**config.mk**
```make
export PLATFORM = sky130hd
export DESIGN_NAME = datapath_control_fsm
export DESIGN_NICKNAME = d
export VERILOG_FILES = /design/src/rtl/cpu_isa_pkg.sv /design/src/rtl/datapath_control_fsm_cond_eval.sv /design/src/rtl/datapath_control_fsm.sv
export SDC_FILE = /design/constraint.sdc
export NUM_CORES = 1
export LEC_CHECK = 0
export CAP_MARGIN = 0
export CORE_MARGIN = 5
export CORE_UTILIZATION = 48
export CTS_CLUSTER_SIZE = 8
export DETAILED_ROUTE_END_ITERATION = 10
export GPL_ROUTABILITY_DRIVEN = 0
export PLACE_DENSITY = 0.84
export SLEW_MARGIN = 10
export SYNTH_ARGS = -nofsm -noshare
export SYNTH_HDL_FRONTEND = slang
export SYNTH_SLANG_ARGS = --single-unit
```
**constraint.sdc**
```tcl
create_clock -name clk -period 3.65 [get_ports clk]
set_clock_uncertainty 0.15 [all_clocks]
set_input_delay 0.73 -clock clk [delete_from_list [all_inputs] [get_ports clk]]
set_output_delay 0.73 -clock clk [all_outputs]
set_load 0.02 [all_outputs]
```
**src/rtl/cpu_isa_pkg.sv**
```systemverilog
// Shared ISA encodings, condition codes, PSR bit positions and control FSM states.
// The TRAP state exists only when CTRL_ILLEGAL_TRAP_EN is defined.
package cpu_isa_pkg;

  localparam logic [3:0] OP_RTYPE  = 4'b0000;
  localparam logic [3:0] OP_SHIFT  = 4'b1000;
  localparam logic [3:0] OP_MEMJ   = 4'b0100;
  localparam logic [3:0] OP_BCOND  = 4'b1100;

  localparam logic [3:0] ALU_ADD   = 4'b0101;
  localparam logic [3:0] ALU_SUB   = 4'b1001;
  localparam logic [3:0] ALU_AND   = 4'b0001;
  localparam logic [3:0] ALU_OR    = 4'b0010;
  localparam logic [3:0] ALU_XOR   = 4'b0011;
  localparam logic [3:0] ALU_CMP   = 4'b1011;
  localparam logic [3:0] ALU_MOV   = 4'b1101;

  localparam logic [3:0] EXT_LSH   = 4'b0100;
  localparam logic [3:0] EXT_LOAD  = 4'b0000;
  localparam logic [3:0] EXT_STOR  = 4'b0100;
  localparam logic [3:0] EXT_JAL   = 4'b1000;
  localparam logic [3:0] EXT_JCOND = 4'b1100;

  localparam logic [3:0] COND_EQ = 4'b0000;
  localparam logic [3:0] COND_NE = 4'b0001;
  localparam logic [3:0] COND_CS = 4'b0010;
  localparam logic [3:0] COND_CC = 4'b0011;
  localparam logic [3:0] COND_HI = 4'b0100;
  localparam logic [3:0] COND_LS = 4'b0101;
  localparam logic [3:0] COND_GT = 4'b0110;
  localparam logic [3:0] COND_LE = 4'b0111;
  localparam logic [3:0] COND_FS = 4'b1000;
  localparam logic [3:0] COND_FC = 4'b1001;
  localparam logic [3:0] COND_UC = 4'b1110;

  localparam int PSR_C = 0;
  localparam int PSR_L = 2;
  localparam int PSR_F = 5;
  localparam int PSR_Z = 6;
  localparam int PSR_N = 7;

  localparam logic [1:0] CR_SHIFT = 2'b00;
  localparam logic [1:0] CR_ALU   = 2'b01;
  localparam logic [1:0] CR_IMM   = 2'b10;
  localparam logic [1:0] CR_LINK  = 2'b11;

  typedef enum logic [3:0] {
    S_FETCH    = 4'd0,
    S_DECODE   = 4'd1,
    S_EX_ALU   = 4'd2,
    S_EX_SHIFT = 4'd3,
    S_EX_LOAD  = 4'd4,
    S_WB_LOAD  = 4'd5,
    S_EX_STOR  = 4'd6,
    S_EX_BR    = 4'd7,
    S_EX_JMP   = 4'd8,
    S_EX_JAL   = 4'd9
`ifdef CTRL_ILLEGAL_TRAP_EN
    , S_TRAP   = 4'd10
`endif
  } state_t;

  function automatic logic is_alu_code(input logic [3:0] code);
    return code inside {ALU_ADD, ALU_SUB, ALU_AND, ALU_OR, ALU_XOR, ALU_CMP, ALU_MOV};
  endfunction

  function automatic logic is_flag_op(input logic [3:0] code);
    return code inside {ALU_ADD, ALU_SUB, ALU_CMP};
  endfunction

endpackage

```
**src/rtl/datapath_control_fsm_cond_eval.sv**
```systemverilog
// Combinational branch/jump condition evaluation against the PSR flags.
module cond_eval
  import cpu_isa_pkg::*;
(
  input  logic [3:0] i_cond,
  input  logic [7:0] i_psr,
  output logic       o_taken
);

  logic w_unused_psr;
  assign w_unused_psr = &{1'b0, i_psr[4:3], i_psr[1]};

  always_comb begin
    o_taken = 1'b0;
    case (i_cond)
      COND_EQ: o_taken =  i_psr[PSR_Z];
      COND_NE: o_taken = ~i_psr[PSR_Z];
      COND_CS: o_taken =  i_psr[PSR_C];
      COND_CC: o_taken = ~i_psr[PSR_C];
      COND_HI: o_taken =  i_psr[PSR_L];
      COND_LS: o_taken = ~i_psr[PSR_L];
      COND_GT: o_taken =  i_psr[PSR_N];
      COND_LE: o_taken = ~i_psr[PSR_N];
      COND_FS: o_taken =  i_psr[PSR_F];
      COND_FC: o_taken = ~i_psr[PSR_F];
      COND_UC: o_taken = 1'b1;
      default: o_taken = 1'b0;
    endcase
  end

endmodule

```
**src/rtl/datapath_control_fsm.sv**
```systemverilog
// Multicycle FETCH/DECODE/EXECUTE/WRITEBACK control unit for the 16-bit datapath.
// Define CTRL_ILLEGAL_TRAP_EN to halt in TRAP on undefined encodings instead of executing a NOP.
module datapath_control_fsm
  import cpu_isa_pkg::*;
#(
  parameter int WIDTH   = 16,
  parameter int REGBITS = 4
) (
  input  logic               clk,
  input  logic               reset,
  input  logic [WIDTH-1:0]   memdata,
  input  logic [7:0]         PSROut,
  output logic               PCEN,
  output logic               PSREN,
  output logic               nextInstruction,
  output logic               updateAddress,
  output logic               StoreReg,
  output logic               WriteData,
  output logic               regWrite,
  output logic               ZeroExtend,
  output logic               PCinstruction,
  output logic               SrcB,
  output logic               shiftType,
  output logic               resultEn,
  output logic               jumpEN,
  output logic               BranchEN,
  output logic               jalEN,
  output logic               memWrite,
  output logic [WIDTH-1:0]   shiftDir,
  output logic [7:0]         shiftAmt,
  output logic [REGBITS-1:0] ALUcond,
  output logic [1:0]         chooseResult,
  output logic               halted
);

  state_t               r_state;
  logic [WIDTH-1:0]     r_ir;
  logic                 r_PCEN, r_PSREN, r_nextInstruction, r_updateAddress;
  logic                 r_StoreReg, r_WriteData, r_regWrite, r_ZeroExtend;
  logic                 r_PCinstruction, r_SrcB, r_shiftType, r_resultEn;
  logic                 r_jalEN, r_memWrite, r_is_br, r_is_jmp;
  logic [WIDTH-1:0]     r_shiftDir;
  logic [7:0]           r_shiftAmt;
  logic [REGBITS-1:0]   r_ALUcond;
  logic [1:0]           r_chooseResult;
  logic                 r_halted;

  logic [3:0] w_op, w_ext, w_cond;
  logic       w_taken;

  assign w_op   = r_ir[15:12];
  assign w_ext  = r_ir[7:4];
  assign w_cond = r_ir[11:8];

  cond_eval u_cond_eval (
    .i_cond  (w_cond),
    .i_psr   (PSROut),
    .o_taken (w_taken)
  );

  always_ff @(posedge clk) begin
    if (reset) begin
      r_state           <= S_FETCH;
      r_ir              <= '0;
      r_PCEN            <= 1'b0;
      r_PSREN           <= 1'b0;
      r_nextInstruction <= 1'b0;
      r_updateAddress   <= 1'b0;
      r_StoreReg        <= 1'b0;
      r_WriteData       <= 1'b0;
      r_regWrite        <= 1'b0;
      r_ZeroExtend      <= 1'b0;
      r_PCinstruction   <= 1'b0;
      r_SrcB            <= 1'b0;
      r_shiftType       <= 1'b0;
      r_resultEn        <= 1'b0;
      r_jalEN           <= 1'b0;
      r_memWrite        <= 1'b0;
      r_is_br           <= 1'b0;
      r_is_jmp          <= 1'b0;
      r_shiftDir        <= '0;
      r_shiftAmt        <= '0;
      r_ALUcond         <= '0;
      r_chooseResult    <= CR_SHIFT;
      r_halted          <= 1'b0;
    end else begin
      // Outputs are registered for the state being entered; everything idles low by default.
      r_PCEN            <= 1'b0;
      r_PSREN           <= 1'b0;
      r_nextInstruction <= 1'b0;
      r_updateAddress   <= 1'b0;
      r_StoreReg        <= 1'b0;
      r_WriteData       <= 1'b0;
      r_regWrite        <= 1'b0;
      r_ZeroExtend      <= 1'b0;
      r_PCinstruction   <= 1'b0;
      r_SrcB            <= 1'b0;
      r_shiftType       <= 1'b0;
      r_resultEn        <= 1'b0;
      r_jalEN           <= 1'b0;
      r_memWrite        <= 1'b0;
      r_is_br           <= 1'b0;
      r_is_jmp          <= 1'b0;
      r_shiftDir        <= '0;
      r_shiftAmt        <= '0;
      r_ALUcond         <= '0;
      r_chooseResult    <= CR_SHIFT;
      r_halted          <= 1'b0;
      case (r_state)
        S_FETCH: begin
          r_ir    <= memdata;
          r_state <= S_DECODE;
        end
        S_DECODE: begin
          if (w_op == OP_RTYPE && is_alu_code(w_ext)) begin
            r_state         <= S_EX_ALU;
            r_ALUcond       <= REGBITS'(w_ext);
            r_SrcB          <= 1'b1;
            r_chooseResult  <= CR_ALU;
            r_resultEn      <= 1'b1;
            r_WriteData     <= 1'b1;
            r_regWrite      <= (w_ext != ALU_CMP);
            r_PSREN         <= is_flag_op(w_ext);
            r_PCEN          <= 1'b1;
            r_PCinstruction <= 1'b1;
          end else if (is_alu_code(w_op)) begin
            r_state         <= S_EX_ALU;
            r_ALUcond       <= REGBITS'(w_op);
            r_chooseResult  <= (w_op == ALU_MOV) ? CR_IMM : CR_ALU;
            r_ZeroExtend    <= (w_op inside {ALU_AND, ALU_OR, ALU_XOR});
            r_resultEn      <= 1'b1;
            r_WriteData     <= 1'b1;
            r_regWrite      <= (w_op != ALU_CMP);
            r_PSREN         <= is_flag_op(w_op);
            r_PCEN          <= 1'b1;
            r_PCinstruction <= 1'b1;
          end else if (w_op == OP_SHIFT && (w_ext == EXT_LSH || w_ext[3:1] == 3'b000)) begin
            r_state         <= S_EX_SHIFT;
            r_chooseResult  <= CR_SHIFT;
            r_regWrite      <= 1'b1;
            r_WriteData     <= 1'b1;
            r_PCEN          <= 1'b1;
            r_PCinstruction <= 1'b1;
            if (w_ext[3:1] == 3'b000) begin
              r_shiftType <= 1'b1;
              r_shiftAmt  <= {{3{r_ir[4]}}, r_ir[4:0]};
              r_shiftDir  <= {WIDTH{r_ir[4]}};
            end
          end else if (w_op == OP_MEMJ && w_ext == EXT_LOAD) begin
            r_state    <= S_EX_LOAD;
            r_StoreReg <= 1'b1;
          end else if (w_op == OP_MEMJ && w_ext == EXT_STOR) begin
            r_state         <= S_EX_STOR;
            r_StoreReg      <= 1'b1;
            r_memWrite      <= 1'b1;
            r_PCEN          <= 1'b1;
            r_PCinstruction <= 1'b1;
          end else if (w_op == OP_MEMJ && w_ext == EXT_JAL) begin
            r_state        <= S_EX_JAL;
            r_jalEN        <= 1'b1;
            r_chooseResult <= CR_LINK;
            r_regWrite     <= 1'b1;
            r_PCEN         <= 1'b1;
          end else if (w_op == OP_MEMJ && w_ext == EXT_JCOND) begin
            r_state  <= S_EX_JMP;
            r_is_jmp <= 1'b1;
            r_PCEN   <= 1'b1;
          end else if (w_op == OP_BCOND) begin
            r_state <= S_EX_BR;
            r_is_br <= 1'b1;
            r_PCEN  <= 1'b1;
          end else begin
`ifdef CTRL_ILLEGAL_TRAP_EN
            r_state  <= S_TRAP;
            r_halted <= 1'b1;
`else
            r_state         <= S_EX_ALU;
            r_PCEN          <= 1'b1;
            r_PCinstruction <= 1'b1;
`endif
          end
        end
        S_EX_LOAD: begin
          r_state         <= S_WB_LOAD;
          r_regWrite      <= 1'b1;
          r_PCEN          <= 1'b1;
          r_PCinstruction <= 1'b1;
        end
`ifdef CTRL_ILLEGAL_TRAP_EN
        S_TRAP: begin
          r_state  <= S_TRAP;
          r_halted <= 1'b1;
        end
`endif
        default: begin
          r_state           <= S_FETCH;
          r_nextInstruction <= 1'b1;
          r_updateAddress   <= 1'b1;
        end
      endcase
    end
  end

  // Branch/jump outcome follows the live PSR during the EX cycle.
  assign BranchEN        = r_is_br & w_taken;
  assign jumpEN          = r_is_jmp & w_taken;
  assign PCinstruction   = r_PCinstruction | ((r_is_br | r_is_jmp) & ~w_taken);
  assign PCEN            = r_PCEN;
  assign PSREN           = r_PSREN;
  assign nextInstruction = r_nextInstruction;
  assign updateAddress   = r_updateAddress;
  assign StoreReg        = r_StoreReg;
  assign WriteData       = r_WriteData;
  assign regWrite        = r_regWrite;
  assign ZeroExtend      = r_ZeroExtend;
  assign SrcB            = r_SrcB;
  assign shiftType       = r_shiftType;
  assign resultEn        = r_resultEn;
  assign jalEN           = r_jalEN;
  assign memWrite        = r_memWrite;
  assign shiftDir        = r_shiftDir;
  assign shiftAmt        = r_shiftAmt;
  assign ALUcond         = r_ALUcond;
  assign chooseResult    = r_chooseResult;
`ifdef CTRL_ILLEGAL_TRAP_EN
  assign halted          = r_halted;
`else
  assign halted          = 1'b0;
  logic w_unused_halt;
  assign w_unused_halt = r_halted;
`endif

endmodule
```
==> summary.txt <==
CTS sink count - 46
Post-route minimum period - 3450 ps
Sw frac - 0.310
Worst-Margin Slew - 994 ps
Number of global-route vias before repair - 1604
Endpoints failing setup - 0
Crit path kind - input port to primary output
Flop pwr share - 0.473
Port Buffers - 68
Pre-antenna DRT Iters - 5
Bufs on Longest Clock Path - 2
YS warnings - 0
# rows - 24
Post-synth EDFFs - 0
Netlist cell types - 49
Die width - 76.2 um
Antenna Nets Post-Route - 0
Status - finished, final reports clean
Fin nets - 311
Max-cap violations - 0
RSZ-0062 raised after global routing - false
Crit path DAT - 2570 ps
Area growth syn-to-layout - 29.6%
Sequential share of the synthesized area - 0.438
Fillcell total - 387
Top_reg_cell synth - dfxtp_1
Worst hold slack - 304 ps
Final WS setup - 196 ps
Reg clk slew, reported paths - 80 ps
Largest net degree at the start of global routing - 21
CP Data Required Time - 2770 ps
Die Area - 5810 um2
Final hold viol count - 0
# DRC - 0
Clk_lat worst skew - 290 ps
Iteration-0 DRC Markers - 111
I/O pins - 73
PD cells - 480 nW/um2
FF+latch area - 921 um2
Global-route wire length before repair - 7.49 mm
Die H - 76.2 um
Dpl cells - 330
P_sw - 406 uW
Clock power frac - 0.279
Final worst-path cycle share - 0.946
Avg WL per Cell - 13.3 um
Min-delay worst type - flip-flop to flip-flop
Post-synthesis instance total - 243
Synthesized Nets - 269
Total track usage - 0.155
Worst Path Max Fanout - 3
Cts bufs inserted - 5
CTS tree - done
LEAKAGE - 0.00100 uW
Non-filler cells, final - 338
Worst slack, placed - -40.1 ps
Ys async rst share - 0
Post-Syn Area - 2100 um2
Most frequent cells in the layout - clkdlybuf4s50_1 (65), dfxtp_1 (46), nand2_1 (43)
Number of synthesized register bits - 46
Share of cells above drive strength 1 - 0.0804
Vias - 1752
Crit start category - input port
Critical Path End Type - primary output
GRT Residual Overflow - 0
HPWL after DPL - 3.31 mm
Via density - 5.18
Commonest non-fill, non-tap cell in the layout - clkdlybuf4s50_1
R2R setup slack - 1490 ps
Combinational fraction of design power - 0.247
Core ar. - 4290 um2
Syn avg cell area - 8.66 um2
Ant diodes - 0
H-tree depth - 2
Multi-input logic area - 927 um2
Max rail drop VDD - 247 uV
Rel. slew slack - 0.335
Max Slew Vio Count - 0
Int Power - 902 uW
Drt total wl - 4.51 mm
Initial antenna violation count - 0
Post-CTS Hold Buffers - 0
Initial Util - 0.490
Fmax - 290 MHz
Clock root buffer - clkbuf_8
-- per-layer routing --
| layer | global-route usage | share of wire | up-vias |
|---|---|---|---|
| li1 | - | - | 887 |
| met1 | 0.177 | 0.40 | 791 |
| met2 | 0.269 | 0.51 | 70 |
| met3 | 0.0473 | 0.081 | 4 |
| met4 | 0.0594 | 0.014 | 0 |
| met5 | 0 | 0 | - |
-- worst max-delay path: stages --
cell	delay [ps]
clkdlybuf4s50_1	480
or4bb_1	500
o22ai_1	160
nor4_1	80
buf_4	140
a21o_1	160
dlygate4sd2_1	320
-- per-stage QoR --
stage	util	TNS [ps]	cell area [um2]	power [uW]
floorplan	-	0	2100	862
global placement	0.611	-13.2	2620	943
detailed placement	0.611	-99.9	2620	952
CTS	0.635	0	2730	1310
global route	0.635	0	2730	1390
finish	0.635	0	2730	1310
-- path summary, 6_finish.rpt --
check                                endpoint      start  depth (start not counted)
worst max-delay path            PCinstruction  PSROut[0]                          7
worst min-delay path                  r_ir[2]    r_ir[2]                          2
worst min register to register        r_ir[2]    r_ir[2]                          2
worst max register to register       memWrite   r_ir[15]                          4
-- synthesized netlist by cell type (2+ instances only) --
| library cell | n | area share |
|---|---|---|
| buf_4 | 22 | 0.079 |
| nor4_4 | 2 | 0.020 |
| dfxtp_1 | 46 | 0.44 |
| buf_6 | 3 | 0.016 |
| nor2_1 | 22 | 0.039 |
| nand2b_1 | 4 | 0.012 |
| nor3_1 | 5 | 0.012 |
| clkbuf_1 | 6 | 0.011 |
| and2_1 | 4 | 0.012 |
| a211oi_1 | 3 | 0.011 |
| or2_2 | 2 | 0.0059 |
| nor2b_1 | 3 | 0.0089 |
| nor3b_1 | 2 | 0.0071 |
| nand2_1 | 43 | 0.077 |
| mux2i_1 | 2 | 0.0095 |
| a31oi_1 | 2 | 0.0059 |
| mux2_2 | 2 | 0.011 |
| or4_1 | 2 | 0.0071 |
| buf_2 | 2 | 0.0048 |
| o21ai_0 | 4 | 0.0095 |
| nand3_1 | 3 | 0.0071 |
| or4bb_1 | 2 | 0.011 |
| nor4_1 | 3 | 0.0089 |
| a21oi_1 | 25 | 0.059 |
| a22oi_1 | 2 | 0.0071 |
| inv_1 | 4 | 0.0071 |
-- registers in the layout, indices dropped and copies added (netlist names) --
signal           cells
r_ir                16
ALUcond              4
r_state              4
shiftAmt             4
chooseResult         2
PCEN                 1
PSREN                1
SrcB                 1
StoreReg             1
WriteData            1
ZeroExtend           1
jalEN                1
memWrite             1
r_PCinstruction      1
r_is_br              1
r_is_jmp             1
regWrite             1
resultEn             1
shiftDir             1
shiftType            1
updateAddress        1
-- area by class of cell --
class	instances	area share
Inverter	4	0.00551
Clock buffer	7	0.0280
Tap cell	52	0.0239
Clock inverter	1	0.0110
Sequential cell	46	0.338
Timing Repair Buffer	70	0.254
Multi-Input combinational cell	158	0.340
-- logic make-up (layout without fill, tap and decap cells) --
family          count (synthesis)  in the layout  share of synthesized area
simple gates                  108            108                      0.283
flops                          46             46                      0.438
compound gates                 45             45                      0.136
buf+inv                        39             82                      0.121
mux                             4              4                     0.0202
other cells                     1              1                    0.00178
-- what timing repair did --
item / CTS / global route
setup buffers: 0 / 0
endpoints found under the setup margin: 3 / 0
gates resized for setup: 3 / 0
-- power groups by stage --
stage	combinational (uW)	sequential, uW	clock [uW]
3_5_place_dp	323	629	0
4_1_cts	325	618	372
2_1_floorplan	259	603	0
6_report	323	619	366
3_3_place_gp	317	627	0
5_1_grt	359	629	398
No activity file was read; power rests on OpenSTA's default activity.
==> RTL edit: new RTL, same flow settings <==
Change the parameter `WIDTH` from 16 to 32.
--- a/src/rtl/datapath_control_fsm.sv
+++ b/src/rtl/datapath_control_fsm.sv
@@ -5,3 +5,3 @@
 #(
-  parameter int WIDTH   = 16,
+  parameter int WIDTH   = 32,
   parameter int REGBITS = 4
Ports: changed (resized memdata and shiftDir); port bits go from 73 to 105. The function was not compared with the original's and may differ.
==> RTL edit against the original RTL <==
Sequential cell count unchanged; utilization grew 2.3 points; power rose by 0.40%; worst setup slack improved by 0.0055 ns; critical path depth is the same; die area is 5.0% higher; count of clock-buffer cells in the layout shrank 1; area after synthesis increased by 5.7%; clock power is 1% higher; wire length is 3.0% higher; final area grew 6.6%; highest routed layer unchanged.
==> RTL edit: results (changes against the original RTL) <==
- Global-route wire length before repair: 7660 um (was 7490 um)
- Pin count of the biggest net entering global routing: 37 (was 21)
- Pleak: 1.09 nW (was 1.00 nW)
- DP Worst Slack: -0.0825 ns (was -0.0401 ns)
- Initial DRC Count: 118 (was 111)
- Most used DFF post-synth: dfxtp_1 (unchanged)
- Hold EP: r_ir[2] (unchanged)
- Vias in the first global route: 1,732 (was 1,604)
- Most frequent cells after synthesis: dfxtp_1, nand2_1, buf_4, a21oi_1, nor2_1 (was dfxtp_1, nand2_1, a21oi_1, buf_4, nor2_1)
- Nets: 344 (was 311)
- Net switching power: 0.410 mW (was 0.406 mW)
- Reg-to-Reg Start: r_ir[15] (unchanged)
- Worst vdd ir: 0.000328 V (was 0.000247 V)
- Worst hold path type: flip-flop to flip-flop (unchanged)
- Register area share after synthesis: 41.4% (was 43.8%)
- Largest cells by area after synthesis: dfxtp_1, buf_4, nand2_1 (unchanged)
- Post-Syn Nets: 301 (was 269)
- Cells after Synth: 259 (was 243)
- Biggest register: r_ir (unchanged)
- Final hold slack: 0.306 ns (was 0.304 ns)
- Rel. slew slack: 38.1% (was 33.5%)
- CTS buffer count: 5 (unchanged)
- Fillers: 367 (was 387)
- Hold path depth: 2 (unchanged)
- GRT Util Overall: 14.9% (was 15.5%)
- Run status: complete, no violations (unchanged)
- Cell Count Post-Placement: 347 (was 330)
- TritonRoute pass-1 iters: 4 (was 5)
- Hpwl dp: 3520 um (was 3310 um)
- Via-to-Cell Ratio: 5.18 (about the same)
- Final non-filler cell total: 355 (was 338)
- Unique masters post-synth: 49 (unchanged)
- Critical path's largest stage delay: 0.40 ns (was 0.50 ns)
- Port bufs: 84 (was 68)
- DP Area: 2790 um2 (was 2620 um2)
- Post-Route WL: 4650 um (was 4510 um)
- Fraction of layout cells with a size suffix above 1: 8.25% (was 8.04%)
-- RTL edit: how the worst max path moves through the flow --
stage	start	cells past startpoint	end	slack [ns]
detailed placement	PSROut[2]	7	PCinstruction	-0.08
CTS	PSROut[0]	7	BranchEN	0.02
floorplan	PSROut[2]	4	PCinstruction	0.91
finish	PSROut[2]	7	PCinstruction	0.20
global placement	PSROut[2]	7	PCinstruction	-0.06
global route	PSROut[2]	7	PCinstruction	0.1
-- RTL edit: metal layers --
layer / vias to the layer above / global-route usage (%) / part of all wire, %
met3: 7 / 5.49 / 11
met2: 91 / 26.2 / 48
met5: - / 0 / 0
li1: 918 / - / -
met4: 0 / 4.73 / 1.5
met1: 822 / 16.7 / 39
-- RTL edit: repair_timing --
item                                    in CTS  in global routing
gates resized for setup                      1                  2
endpoints found under the setup margin       1                  2
gates cloned                                 0                  0
-- RTL edit: power by group through the flow --
| stage | Clock [mW] | Combinational (mW) | Sequential (mW) |
|---|---|---|---|
| final | 0.371 | 0.324 | 0.619 |
| after global routing | 0.396 | 0.361 | 0.628 |
| after CTS | 0.377 | 0.326 | 0.618 |
| after detailed placement | 0 | 0.327 | 0.630 |
| after global placement | 0 | 0.318 | 0.627 |
| after floorplan | 0 | 0.262 | 0.603 |
-- RTL edit: cells by family after synthesis --
kind of cell	synth area share, %
buffers and inverters	16.9
AOI/OAI and AO/OA	12.9
DFF	41.4
and+or+nand+nor	26.7
other	0.169
muxes	1.91
-- RTL edit: cell type report --
class,count,area [um2],share of cell area (%)
repair buffers,87,867,29.8
clock inverters,2,37.5,1.29
clock buffers,6,72.6,2.50
multi-input cells,158,927,31.9
flip-flops and latches,46,921,31.7
well taps,52,65.1,2.24
inverters,4,15.0,0.517
